### src/rtl/reg_dump.sv
// Sequential read-out of the register file: walks an inclusive, wrapping
// address range and streams each word, tagged with its address, over valid/ready.
module reg_dump #(
    parameter int DATA_WIDTH = 32,
    parameter int ADDR_WIDTH = 5
) (
    input  logic                  clk,
    input  logic                  rst_n,
    input  logic                  start,
    input  logic [ADDR_WIDTH-1:0] first_addr,
    input  logic [ADDR_WIDTH-1:0] last_addr,
    output logic                  busy,
    output logic                  done,
    output logic [ADDR_WIDTH-1:0] raddr,
    input  logic [DATA_WIDTH-1:0] rdata,
    output logic                  out_valid,
    input  logic                  out_ready,
    output logic [DATA_WIDTH-1:0] out_data,
    output logic [ADDR_WIDTH-1:0] out_addr,
    output logic                  out_last
);

    typedef enum logic [1:0] {IDLE, LOAD, SEND, DONE} state_t;

    state_t                state;
    logic [ADDR_WIDTH-1:0] end_addr;

    // raddr doubles as the current-address pointer, so it only moves on LOAD entry
    always_ff @(posedge clk or negedge rst_n) begin
        if (!rst_n) begin
            state     <= IDLE;
            end_addr  <= '0;
            raddr     <= '0;
            busy      <= 1'b0;
            done      <= 1'b0;
            out_valid <= 1'b0;
            out_data  <= '0;
            out_addr  <= '0;
            out_last  <= 1'b0;
        end else begin
            case (state)
                IDLE: begin
                    if (start) begin
                        raddr    <= first_addr;
                        end_addr <= last_addr;
                        busy     <= 1'b1;
                        state    <= LOAD;
                    end
                end
                LOAD: begin
                    out_data  <= rdata;
                    out_addr  <= raddr;
                    out_last  <= (raddr == end_addr);
                    out_valid <= 1'b1;
                    state     <= SEND;
                end
                SEND: begin
                    if (out_ready) begin
                        out_valid <= 1'b0;
                        out_last  <= 1'b0;
                        if (out_last) begin
                            done  <= 1'b1;
                            state <= DONE;
                        end else begin
                            raddr <= raddr + ADDR_WIDTH'(1);
                            state <= LOAD;
                        end
                    end
                end
                DONE: begin
                    done  <= 1'b0;
                    busy  <= 1'b0;
                    state <= IDLE;
                end
                default: state <= IDLE;
            endcase
        end
    end

endmodule

### config.mk
export PLATFORM = sky130hd
export DESIGN_NAME = reg_dump
export DESIGN_NICKNAME = d
export VERILOG_FILES = /design/src/rtl/reg_dump.sv
export SDC_FILE = /design/constraint.sdc
export NUM_CORES = 1
export LEC_CHECK = 0
export CAP_MARGIN = 20
export CORE_UTILIZATION = 35
export DETAILED_ROUTE_END_ITERATION = 16
export GPL_TIMING_DRIVEN = 0
export HOLD_SLACK_MARGIN = 0.06
export PLACE_DENSITY = 0.71
export SYNTH_ARGS = -nofsm -noshare
export SYNTH_HDL_FRONTEND = slang
export SYNTH_SLANG_ARGS = --single-unit
### constraint.sdc
create_clock -name clk -period 2.5 [get_ports clk]
set_clock_uncertainty 0.05 [all_clocks]
set_input_delay 0.25 -clock clk [delete_from_list [all_inputs] [get_ports clk]]
set_output_delay 0.25 -clock clk [all_outputs]
set_load 0.03 [all_outputs]
# --- Yosys cells after proc, flatten, opt, wreduce, memory -nomap -nowiden ---
# Cells that the tools add are included.
totals:
  elab_cells: 45
  output_inout_bits: 46
  input_bits: 46
  register_bits: 53
classes:
  n_eq_ne: 8
  mux: 16
  reduce_logical: 11
  n_addsub: 1
ops:
  columns: ["op", "n"]
  rows:
  - ["two-way mux 5 bit", 3]
  - ["case mux 5 bit (2 select lines)", 1]
  - ["!= test 2 bit, second input constant", 4]
  - ["case mux 1 bit (2 select lines)", 4]
  - ["case mux 2 bit (4 select lines)", 1]
  - ["AND reduction 2 bit", 4]
  - ["nonzero test 2 bit", 4]
  - ["two-way mux 2 bit", 3]
  - ["adder 5 x 1 -> 5 bit, second input constant", 1]
  - ["equality test 5 bit", 1]
  - ["equality test 2 bit, second input constant", 2]
  - ["two-way mux 1 bit", 4]
  - ["AND reduction 4 bit", 1]
  - ["AND reduction 3 bit", 1]
  - ["equality test 2 x 1 -> 1 bit, second input constant", 1]
  - ["logical NOT 2 bit", 1]

# --- Depth between registers and ports, before layout ---
# Gate-level depths: netlist (run 1).
depth:
  depth_word: 4
  ltp_mapped: 6
  mapped_depth_nobuf: 5

# --- Worst setup path after synthesis (run 1) ---
# No wires, ideal clock.
synth_timing:
  path_type: "register to register"
  startpoint: "reg raddr[0]"
  endpoint: "reg raddr[4]"
  synth_period_minus_slack_ps: 1554
  setup_ps: 104
  path_slack_ps: 946
  path_stages_with_launch: 6
  n_path_buf: 0
  required_ps: 2346
  arrival_time_ps: 1401
  cell_sequence: "dfrtp_1 ha_1 and3_1 nand3_1 o21ai_0 a221oi_1"
synth_between:
  elab_chain_len: 4
synth_lines:
  columns: ["element", "line", "source"]
  rows:
  - ["start: declaration", "14", "output logic [ADDR_WIDTH-1:0] raddr,"]
  - ["start signal: assignment", "44", "raddr <= first_addr;"]
  - ["start signal: assignment", "65", "raddr <= raddr + ADDR_WIDTH'(1);"]
  - ["adder 5 x 1 -> 5 bit", "65", null]
  - ["two-way mux 5 bit", "61", "if (out_last) begin"]
  - ["two-way mux 5 bit", "58", "if (out_ready) begin"]
  - ["case mux 5 bit (2 select lines)", "41", "case (state)"]
# No other way between the ends. The select of a mux whose other input is x is not followed.
# A chain may end at the register's enable or synchronous reset.

# --- Final worst setup path (run 1) ---
layout_timing:
  startpoint: "reg raddr[0]"
  endpoint: "out raddr[0]"
# No word-level cell between the ends.

==> results of run 1 <==
layout by cell type (no fill, tap or decap), types with 2 or more instances in the layout:
cell type / Yosys / layout
dfrtp_1: 53 / 53
nand2b_1: 2 / 2
a21oi_1: 6 / 6
nand2_1: 5 / 5
clkbuf_8: 0 / 5
nand3_1: 4 / 4
clkdlybuf4s50_1: 0 / 90
o21ai_0: 3 / 3
nor3_1: 2 / 2
o2bb2ai_1: 2 / 2
xor2_1: 3 / 3
mux2i_1: 2 / 2
buf_2: 4 / 5
mux2_2: 43 / 43
nor2_1: 7 / 7
buf_4: 2 / 2
xnor2_1: 2 / 2
o21ai_1: 4 / 4
per-stage QoR:
step | hold WS, ns | instances | TNS (ns) | cell area (um2) | power [uW]
after floorplan | -0.09559 | 158 | 0 | 2192 | 3154
after global placement | 0.4380 | 324 | -28.37 | 3197 | 4143
after detailed placement | 0.2530 | 325 | 0 | 3212 | 4194
after CTS | 0.4467 | 334 | 0 | 3333 | 4796
after global routing | 0.4574 | 334 | 0 | 3333 | 5018
final | 0.4392 | 334 | 0 | 3333 | 4732
kinds of logic (layout without fill, tap and decap cells):
kind of cell / count (synthesis) / in the layout / share of synthesized area, %
AOI/OAI and AO/OA: 20 / 20 / 5.537
xor gates and xnor gates: 5 / 5 / 1.998
muxes: 45 / 45 / 23.00
and+or+nand+nor: 26 / 26 / 6.394
DFF: 53 / 53 / 60.50
adders and majority gates: 1 / 1 / 0.5707
buffers and inverters: 8 / 109 / 1.997
registers in the layout, summed over array words and instances, names as in the netlist:
| name | cells |
|---|---|
| out_data | 32 |
| end_addr | 5 |
| out_addr | 5 |
| raddr | 5 |
| state | 2 |
| busy | 1 |
| done | 1 |
| out_last | 1 |
| out_valid | 1 |
cells in the mapped netlist:
| master | instances | area [um2] |
|---|---|---|
| a21oi_1 | 6 | 30.03 |
| nor2_1 | 7 | 26.28 |
| o21ai_0 | 3 | 15.01 |
| inv_1 | 1 | 3.750 |
| a211oi_1 | 1 | 7.510 |
| and2b_1 | 1 | 7.510 |
| nand3_1 | 4 | 20.02 |
| and3_1 | 1 | 6.260 |
| clkbuf_2 | 1 | 5.000 |
| o2bb2ai_1 | 2 | 17.52 |
| nor3b_1 | 1 | 7.510 |
| xnor2_1 | 2 | 17.52 |
| nand2b_1 | 2 | 12.51 |
| nor3_1 | 2 | 10.01 |
| mux2_2 | 43 | 484.2 |
| buf_2 | 4 | 20.02 |
| o21bai_1 | 1 | 7.510 |
| a221oi_1 | 1 | 8.760 |
| o21ai_1 | 4 | 20.02 |
| nor3b_4 | 1 | 18.77 |
| nand2_1 | 5 | 18.77 |
| a31oi_1 | 1 | 6.260 |
| dfrtp_1 | 53 | 1326 |
| and2_1 | 1 | 6.260 |
| xor2_1 | 3 | 26.28 |
| ha_1 | 1 | 12.51 |
| nor2b_1 | 1 | 6.260 |
| a21oi_2 | 1 | 8.760 |
| mux2i_1 | 2 | 20.02 |
| buf_4 | 2 | 15.01 |
final timing paths:
check,startpoint,end
max in group asynchronous,rst_n,out_data[9]
hold reg to reg,out_addr[1],out_addr[1]
setup / recovery,raddr[0],raddr[0]
min in group clk,first_addr[0],raddr[0]
setup reg to reg,state[1],out_data[1]
hold / removal,rst_n,end_addr[3]
routing by layer:
metal | up-vias | wire (um)
met5 | - | 0
met4 | 0 | 67
met3 | 6 | 346
met2 | 57 | 2148
met1 | 776 | 2070
li1 | 761 | -
what timing repair did:
item                                   CTS  global route
setup endpoints to repair                0             0
endpoints found under the hold margin   26             0
hold buffers                             1             0
where the power goes:
group / internal [uW] / total (uW) / switching [uW]
clock: 301 / 582 / 281
combinational: 1250 / 2580 / 1330
sequential: 1290 / 1570 / 282
area by class of cell:
cell class	instances	area [um2]
buffer	7	40.04
multi-input combinational	97	822.0
tap	75	93.84
inverter	1	3.754
clock buffer	6	72.57
sequential	53	1326
fill	512	2658
clock inverter	2	38.79
timing repair buffer	93	935.9
==> impl_metrics.py, run 1 <==
metrics = {
    "status": {
        "status": "finished, final reports clean",
    },
    "routing": {
        "drt_wl_total_mm": 4.633,
        "vias_per_cell": 4.790,
        "num_vias": 1600,
        "drt_iter0_markers": 66,
        "drtPass1Iterations": 4,
        "post_drt_wl_per_cell_um": 13.87,
        "drc": 0,
        "ant_nets": 0,
    },
    "grt": {
        "globalRouteTotalUtil_pct": 14.95,
        "grt_pass1_wl_mm": 7.300,
        "use_met1_pct": 18.38,
        "grt_util_met2_pct": 24.12,
        "top_usage_layer": "met2",
        "grt_pass1_vias": 1561,
        "overflow": 0,
        "antenna_found_initial": 0,
        "grt.met3_usage_pct": 5.393,
        "grt_max_degree": 28,
    },
    "clock_network": {
        "clock_latency_ns": 0.30,
        "clock-sinks": 53,
        "clock_path_buffers": 2,
        "cts_resized": 0,
        "postCtsSetupBuffers": 0,
        "clk_pin_slew_worst_paths_ns": 0.10,
        "clockRootBuffer": "clkbuf_8",
        "numCtsBuffers": 5,
        "htree_levels": 2,
        "cts_tree": "built",
    },
    "sta": {
        "relSlewSlack_pct": 58.46,
        "fin_crit_ns": 1.854,
        "worst_pin_slew_ns": 0.6231,
        "timing.fmax_ghz": 0.5393,
        "finalSetupViolations": 0,
        "timing.final.ws_setup_ns": 0.6458,
        "drv_slew": 0,
        "rsz0062_at_grt": "no",
        "hold_viol_final": 0,
        "post-route-period-util_pct": 74.17,
    },
    "placement": {
        "hpwl_mm": 3.339,
        "routabilityCongestion": 0.6803,
        "portBuffers": 91,
        "place_ws_ns": 0.6367,
    },
    "pwr": {
        "p_per_area_nw_per_um2": 1420,
        "ir_drop_v": 0.0006328,
        "cellLeakagePower_uw": 0.001381,
    },
    "cells_and_area": {
        "fin_util_pct": 55.64,
        "layout.nets": 305,
        "num_antenna_cells": 0,
        "drive_gt1_share_pct": 23.55,
        "syn2layout_area_growth_pct": 52.05,
    },
    "floorplan": {
        "start_util_pct": 36.59,
        "dieWidth_um": 81.14,
        "rows": 28,
        "die_h_um": 81.14,
        "io_pins": 92,
        "core_area_um2": 5991,
        "dieArea_um2": 6584,
    },
    "logic_synthesis": {
        "synth_cell_types": 30,
        "synth_area_um2": 2192,
        "yosys_warnings": 0,
        "syn_inst": 158,
        "synth-seq-area-share_pct": 60.50,
        "syn_nets": 205,
        "ys_seq_elements": 53,
        "avgSynthCellArea_um2": 13.87,
    },
    "setup_path": {
        "cp_max_fo": 8,
        "critPathArrivalTime_ns": 1.55,
        "r2r_setup_slack_ns": 0.87,
        "cpLargestDelayFamily": "buffers and inverters",
        "required_ns": 2.20,
        "ff2ff_path_depth": 4,
        "slowest_stage": "clkdlybuf4s50_1",
        "slowest_delay_ns": 0.73,
        "crit_chain": "clkdlybuf4s50_1",
        "start_kind": "register",
        "worstSetupEndpointType": "output pin",
        "crit_buf_inv": 1,
        "path_class": "reg2out",
        "cp.depth": 1,
    },
    "hold_path": {
        "hold_class": "in2async",
    },
    "run": {
        "drv_cap": 0,
    },
}
No activity file was read; power rests on OpenSTA's default activity.
==> inputs of run 2 (changes only) <==
- PLACE_DENSITY: 0.71 -> 0.73
- clock period: 2.5 -> 1.7 ns (I/O delays scaled with it)
==> run 2 against run 1 <==
Net effect: cell area down 0.45%; routed wire length decreased by 4.4%; clock power grew 20%; via count decreased by 1.4%; first-iteration DRC count shrank 18%; critical path depth stayed put; sequential power grew 46%; total power grew 43%; non-clock buffer count stayed put; critical endpoint is now busy; largest cell class unchanged; highest routed layer unchanged.
==> impl_metrics.py, run 2 (synthesis gave the netlist of run 1 again) <==
metrics = {
    "pwr": {
        "seq_power_share_pct": 34.0,
        "p_per_area_nw_per_um2": 2037,
        "p_int_uw": 4034,
        "sw_frac_of_total_pct": 40.34,
        "ir_drop_v": 0.0009753,
        "cellLeakagePower_uw": 0.001419,
        "p_clk_share_pct": 10.3,
        "power_uw": 6761,
        "p_comb_share_pct": 55.7,
        "switchingPower_uw": 2727,
    },
    "cells_and_area": {
        "multi_input_area_um2": 822.0,
        "n_fill_cell": 513,
        "regArea_um2": 1326,
        "layout.nets": 305,
        "fin_area_um2": 3318,
        "num_antenna_cells": 0,
        "final_cell_mix": "clkdlybuf4s50_1 (84), dfrtp_1 (53), mux2_2 (43)",
        "largest_reg_flops": 32,
        "drive_gt1_share_pct": 23.26,
        "layout_commonest_cell": "clkdlybuf4s50_1",
        "largest-register": "out_data",
        "syn2layout_area_growth_pct": 51.37,
    },
    "sta": {
        "rsz0062_at_grt": "no",
        "post-route-period-util_pct": 94.18,
        "finalSetupViolations": 0,
        "hold_viol_final": 0,
        "timing.fmax_ghz": 0.6246,
        "worst_pin_slew_ns": 0.4682,
        "drv_slew": 0,
        "fin_crit_ns": 1.601,
        "relSlewSlack_pct": 68.75,
        "timing.final.ws_setup_ns": 0.09901,
    },
    "hold_path": {
        "hold_class": "in2async",
    },
    "routing": {
        "post_drt_wl_per_cell_um": 13.31,
        "ant_nets": 0,
        "drtPass1Iterations": 4,
        "num_vias": 1578,
        "drt_iter0_markers": 54,
        "drc": 0,
        "vias_per_cell": 4.739,
        "drt_wl_total_mm": 4.431,
    },
    "grt": {
        "grt_pass1_wl_mm": 7.293,
        "globalRouteTotalUtil_pct": 14.75,
        "antenna_found_initial": 0,
        "grt_pass1_vias": 1583,
        "grt_max_degree": 36,
        "overflow": 0,
    },
    "clock_network": {
        "clock_path_buffers": 2,
        "clk_pin_slew_worst_paths_ns": 0.09,
        "cts_tree": "built",
        "postCtsSetupBuffers": 0,
        "numCtsBuffers": 5,
        "clock_latency_ns": 0.29,
        "clock-sinks": 53,
        "clockRootBuffer": "clkbuf_8",
        "htree_levels": 2,
    },
    "setup_path": {
        "start_kind": "register",
        "slowest_stage": "clkdlybuf4s50_1",
        "required_ns": 1.48,
        "crit_buf_inv": 1,
        "crit_chain": "clkdlybuf4s50_1",
        "slowest_delay_ns": 0.71,
        "r2r_setup_slack_ns": 0.12,
        "cp_max_fo": 3,
        "critPathArrivalTime_ns": 1.38,
        "path_class": "reg2out",
        "worstSetupEndpointType": "output pin",
        "cpLargestDelayFamily": "buffers and inverters",
    },
    "placement": {
        "postPlaceCellArea_um2": 3212,
        "place_ws_ns": -0.04385,
        "routabilityCongestion": 0.6989,
        "portBuffers": 91,
        "hpwl_mm": 3.300,
    },
    "floorplan": {
        "rows": 28,
        "start_util_pct": 36.59,
        "io_pins": 92,
        "dieArea_um2": 6584,
        "die_h_um": 81.14,
        "core_area_um2": 5991,
        "dieWidth_um": 81.14,
    },
    "run": {
        "drv_cap": 0,
    },
    "status": {
        "status": "finished, final reports clean",
    },
}
## run 2: changes by cell type in the layout (fill, tap and decap cells not counted), sizes merged
cell	change
bufinv	-1
dlygate4sd2	+2
clkinv	-1
buf	-1
dlymetal6s2s	+4
clkdlybuf4s50	-6
clkbuf	+2
## run 2: what timing repair did
item,in CTS,in global routing
cloned,0,0
pin swaps,0,0
hold buffers,1,0
endpoints found under the hold margin,18,0
gates resized for setup,2,5
setup endpoints to repair,2,12
## run 2: cell type report
cell class	count	area share [%]
Inverter	1	0.1131
Multi-Input combinational cell	97	24.77
Tap cell	75	2.828
Sequential cell	53	39.97
Timing Repair Buffer	93	28.43
Buffer	7	1.282
Clock buffer	7	2.602
## run 2: power by group through the flow
stage,clock network [uW],logic (uW),registers (uW)
floorplan,0,1260,3380
finish,697,3770,2300
global route,785,4020,2400
global placement,0,3780,2310
detailed placement,0,3820,2330
CTS,737,3820,2310
## run 2: path summary, 6_finish.rpt
kind | endpoint | from | cells past startpoint
worst min-delay path | out_addr[1] | rst_n | 2
min in group clk | raddr[0] | first_addr[0] | 3
worst max register to register | end_addr[1] | state[1] | 3
worst max-delay path | busy | busy | 1
worst min register to register | out_data[11] | out_data[11] | 1
max in group asynchronous | out_data[3] | rst_n | 3
## run 2: through the flow
stage | util (%) | hold WS, ns | TNS, ns | std cells
after floorplan | - | -0.1756 | 0 | 158
after global placement | 53.36 | 0.4383 | -66.47 | 324
after global routing | 55.39 | 0.3406 | 0 | 333
after CTS | 55.18 | 0.3147 | 0 | 333
after detailed placement | 53.61 | 0.09119 | -0.1753 | 325
final | 55.39 | 0.3050 | 0 | 333
## run 2: per-layer routing
layer | wire, um | vias up | track usage [%]
met3 | 383 | 4 | 6.292
met5 | 0 | - | 0
li1 | - | 751 | -
met4 | 29 | 0 | 3.214
met1 | 1865 | 768 | 17.78
met2 | 2152 | 55 | 24.45
==> inputs of run 3 (changes only) <==
- PLACE_DENSITY: 0.73 -> 0.71
- clock period: 1.7 -> 1.85 ns (I/O delays scaled with it)
==> run 3 against run 2 <==
Net effect: flip-flop and latch count stayed put; via count rose by 1.4%; clock power increased by 13%; global-route usage increased by 0.20 points; worst setup slack better by 0.021 ns; sequential share of layout area shrank 0.21 points; largest cell class unchanged.
==> impl_metrics.py, run 3 (synthesis gave the netlist of run 1 again) <==
metrics = {
    "status": {
        "status": "finished, final reports clean",
    },
    "placement": {
        "routabilityCongestion": 0.6803,
        "place_inst": 325,
        "portBuffers": 91,
        "hpwl_mm": 3.339,
        "place_ws_ns": 0.05168,
    },
    "pwr": {
        "ir_drop_v": 0.0008552,
        "p_per_area_nw_per_um2": 1917,
        "cellLeakagePower_uw": 0.001392,
    },
    "floorplan": {
        "die_h_um": 81.14,
        "start_util_pct": 36.59,
        "rows": 28,
        "io_pins": 92,
        "dieWidth_um": 81.14,
        "dieArea_um2": 6584,
        "core_area_um2": 5991,
    },
    "routing": {
        "vias_per_cell": 4.790,
        "drt_iter0_markers": 66,
        "num_vias": 1600,
        "ant_nets": 0,
        "drtPass1Iterations": 4,
        "drt_wl_total_mm": 4.635,
        "drc": 0,
        "post_drt_wl_per_cell_um": 13.88,
    },
    "sta": {
        "final.setup.tns_ns": 0,
        "drv_slew": 0,
        "whs_ns": 0.3742,
        "finalSetupViolations": 0,
        "worst_pin_slew_ns": 0.6231,
        "rsz0062_at_grt": "no",
        "timing.fmax_ghz": 0.5781,
        "hold_viol_final": 0,
        "timing.final.ws_setup_ns": 0.1201,
        "fin_crit_ns": 1.730,
        "relSlewSlack_pct": 58.46,
        "post-route-period-util_pct": 93.51,
    },
    "setup_path": {
        "critPathLaunch": "raddr[2]",
        "cpLargestDelayFamily": "buffers and inverters",
        "start_kind": "register",
        "slowest_delay_ns": 0.72,
        "worstSetupEndpointType": "output pin",
        "slowest_stage": "clkdlybuf4s50_1",
        "r2r-start": "state[1]",
        "path_class": "reg2out",
        "crit_chain": "clkdlybuf4s50_1",
        "cp_max_fo": 7,
        "crit_buf_inv": 1,
        "critPathArrivalTime_ns": 1.49,
        "required_ns": 1.62,
    },
    "cells_and_area": {
        "largest-register": "out_data",
        "layout.nets": 305,
        "num_antenna_cells": 0,
        "fin_util_pct": 55.68,
        "largest_reg_flops": 32,
        "final_cell_mix": "clkdlybuf4s50_1 (89), dfrtp_1 (53), mux2_2 (43)",
        "drive_gt1_share_pct": 23.55,
        "instances_no_fill": 334,
        "layout_commonest_cell": "clkdlybuf4s50_1",
        "syn2layout_area_growth_pct": 52.17,
    },
    "clock_network": {
        "numCtsBuffers": 5,
        "clock-sinks": 53,
        "cts_tree": "built",
        "htree_levels": 2,
        "clock_latency_ns": 0.30,
        "clockRootBuffer": "clkbuf_8",
        "postCtsSetupBuffers": 0,
        "clock_path_buffers": 2,
        "clk_pin_slew_worst_paths_ns": 0.10,
    },
    "grt": {
        "grt_max_degree": 28,
        "grt_pass1_wl_mm": 7.300,
        "grt_pass1_vias": 1561,
        "globalRouteTotalUtil_pct": 14.95,
        "antenna_found_initial": 0,
        "overflow": 0,
    },
    "hold_path": {
        "hold_class": "in2async",
    },
    "run": {
        "drv_cap": 0,
    },
}
run 3: cell types whose count changed in the layout (fill, tap and decap cells not counted):
cell | previous run | this run
dlymetal6s2s_1 | 4 | 1
clkbuf_4 | 1 | 0
bufinv_16 | 0 | 1
clkinv_4 | 0 | 1
buf_2 | 4 | 5
clkbuf_8 | 6 | 5
clkdlybuf4s50_1 | 84 | 89
dlygate4sd2_1 | 2 | 0
run 3: area by class of cell:
cell class,instances,area [um2]
well taps,75,93.84
fillers,512,2655
clock inverters,2,38.79
repair buffers,93,938.4
multi-input cells,97,822.0
plain buffers,7,40.04
flip-flops and latches,53,1326
clock buffers,6,72.57
inverters,1,3.754
run 3: report_power, final:
| group | leakage, uW | internal [uW] | total (uW) | switching, uW |
|---|---|---|---|---|
| Sequential | 0.000628 | 1740 | 2120 | 380 |
| Clock | 0.0000554 | 407 | 786 | 379 |
| Combinational | 0.000708 | 1680 | 3490 | 1800 |
| Total | 0.00139 | 3830 | 6390 | 2560 |
run 3: path summary, 6_finish.rpt:
path                            slack, ns  cells after the start     endpoint
worst min register to register       0.46                      1  out_addr[1]
max in group asynchronous            0.81                      3  out_data[9]
worst max-delay path                 0.12                      1     raddr[2]
min in group clk                     0.39                      3     raddr[0]
worst max register to register       0.22                      4  out_data[1]
worst min-delay path                 0.37                      2  end_addr[3]
run 3: layer usage:
layer	GRT usage, %	share of wire, %
met1	18.38	45
met2	24.12	46
met3	5.393	7.5
met4	5.357	1.4
met5	0	0
run 3: what timing repair did:
action / in CTS / in global routing
gates resized for setup: 0 / 1
endpoints found under the hold margin: 26 / 0
setup endpoints to repair: 0 / 1
hold buffers: 1 / 0
run 3: through the flow:
| stage | total power (uW) | cell area, um2 |
|---|---|---|
| 2_1_floorplan | 4262 | 2192 |
| 3_3_place_gp | 5598 | 3197 |
| 3_5_place_dp | 5668 | 3212 |
| 4_1_cts | 6481 | 3333 |
| 5_1_grt | 6778 | 3336 |
| 6_report | 6393 | 3336 |
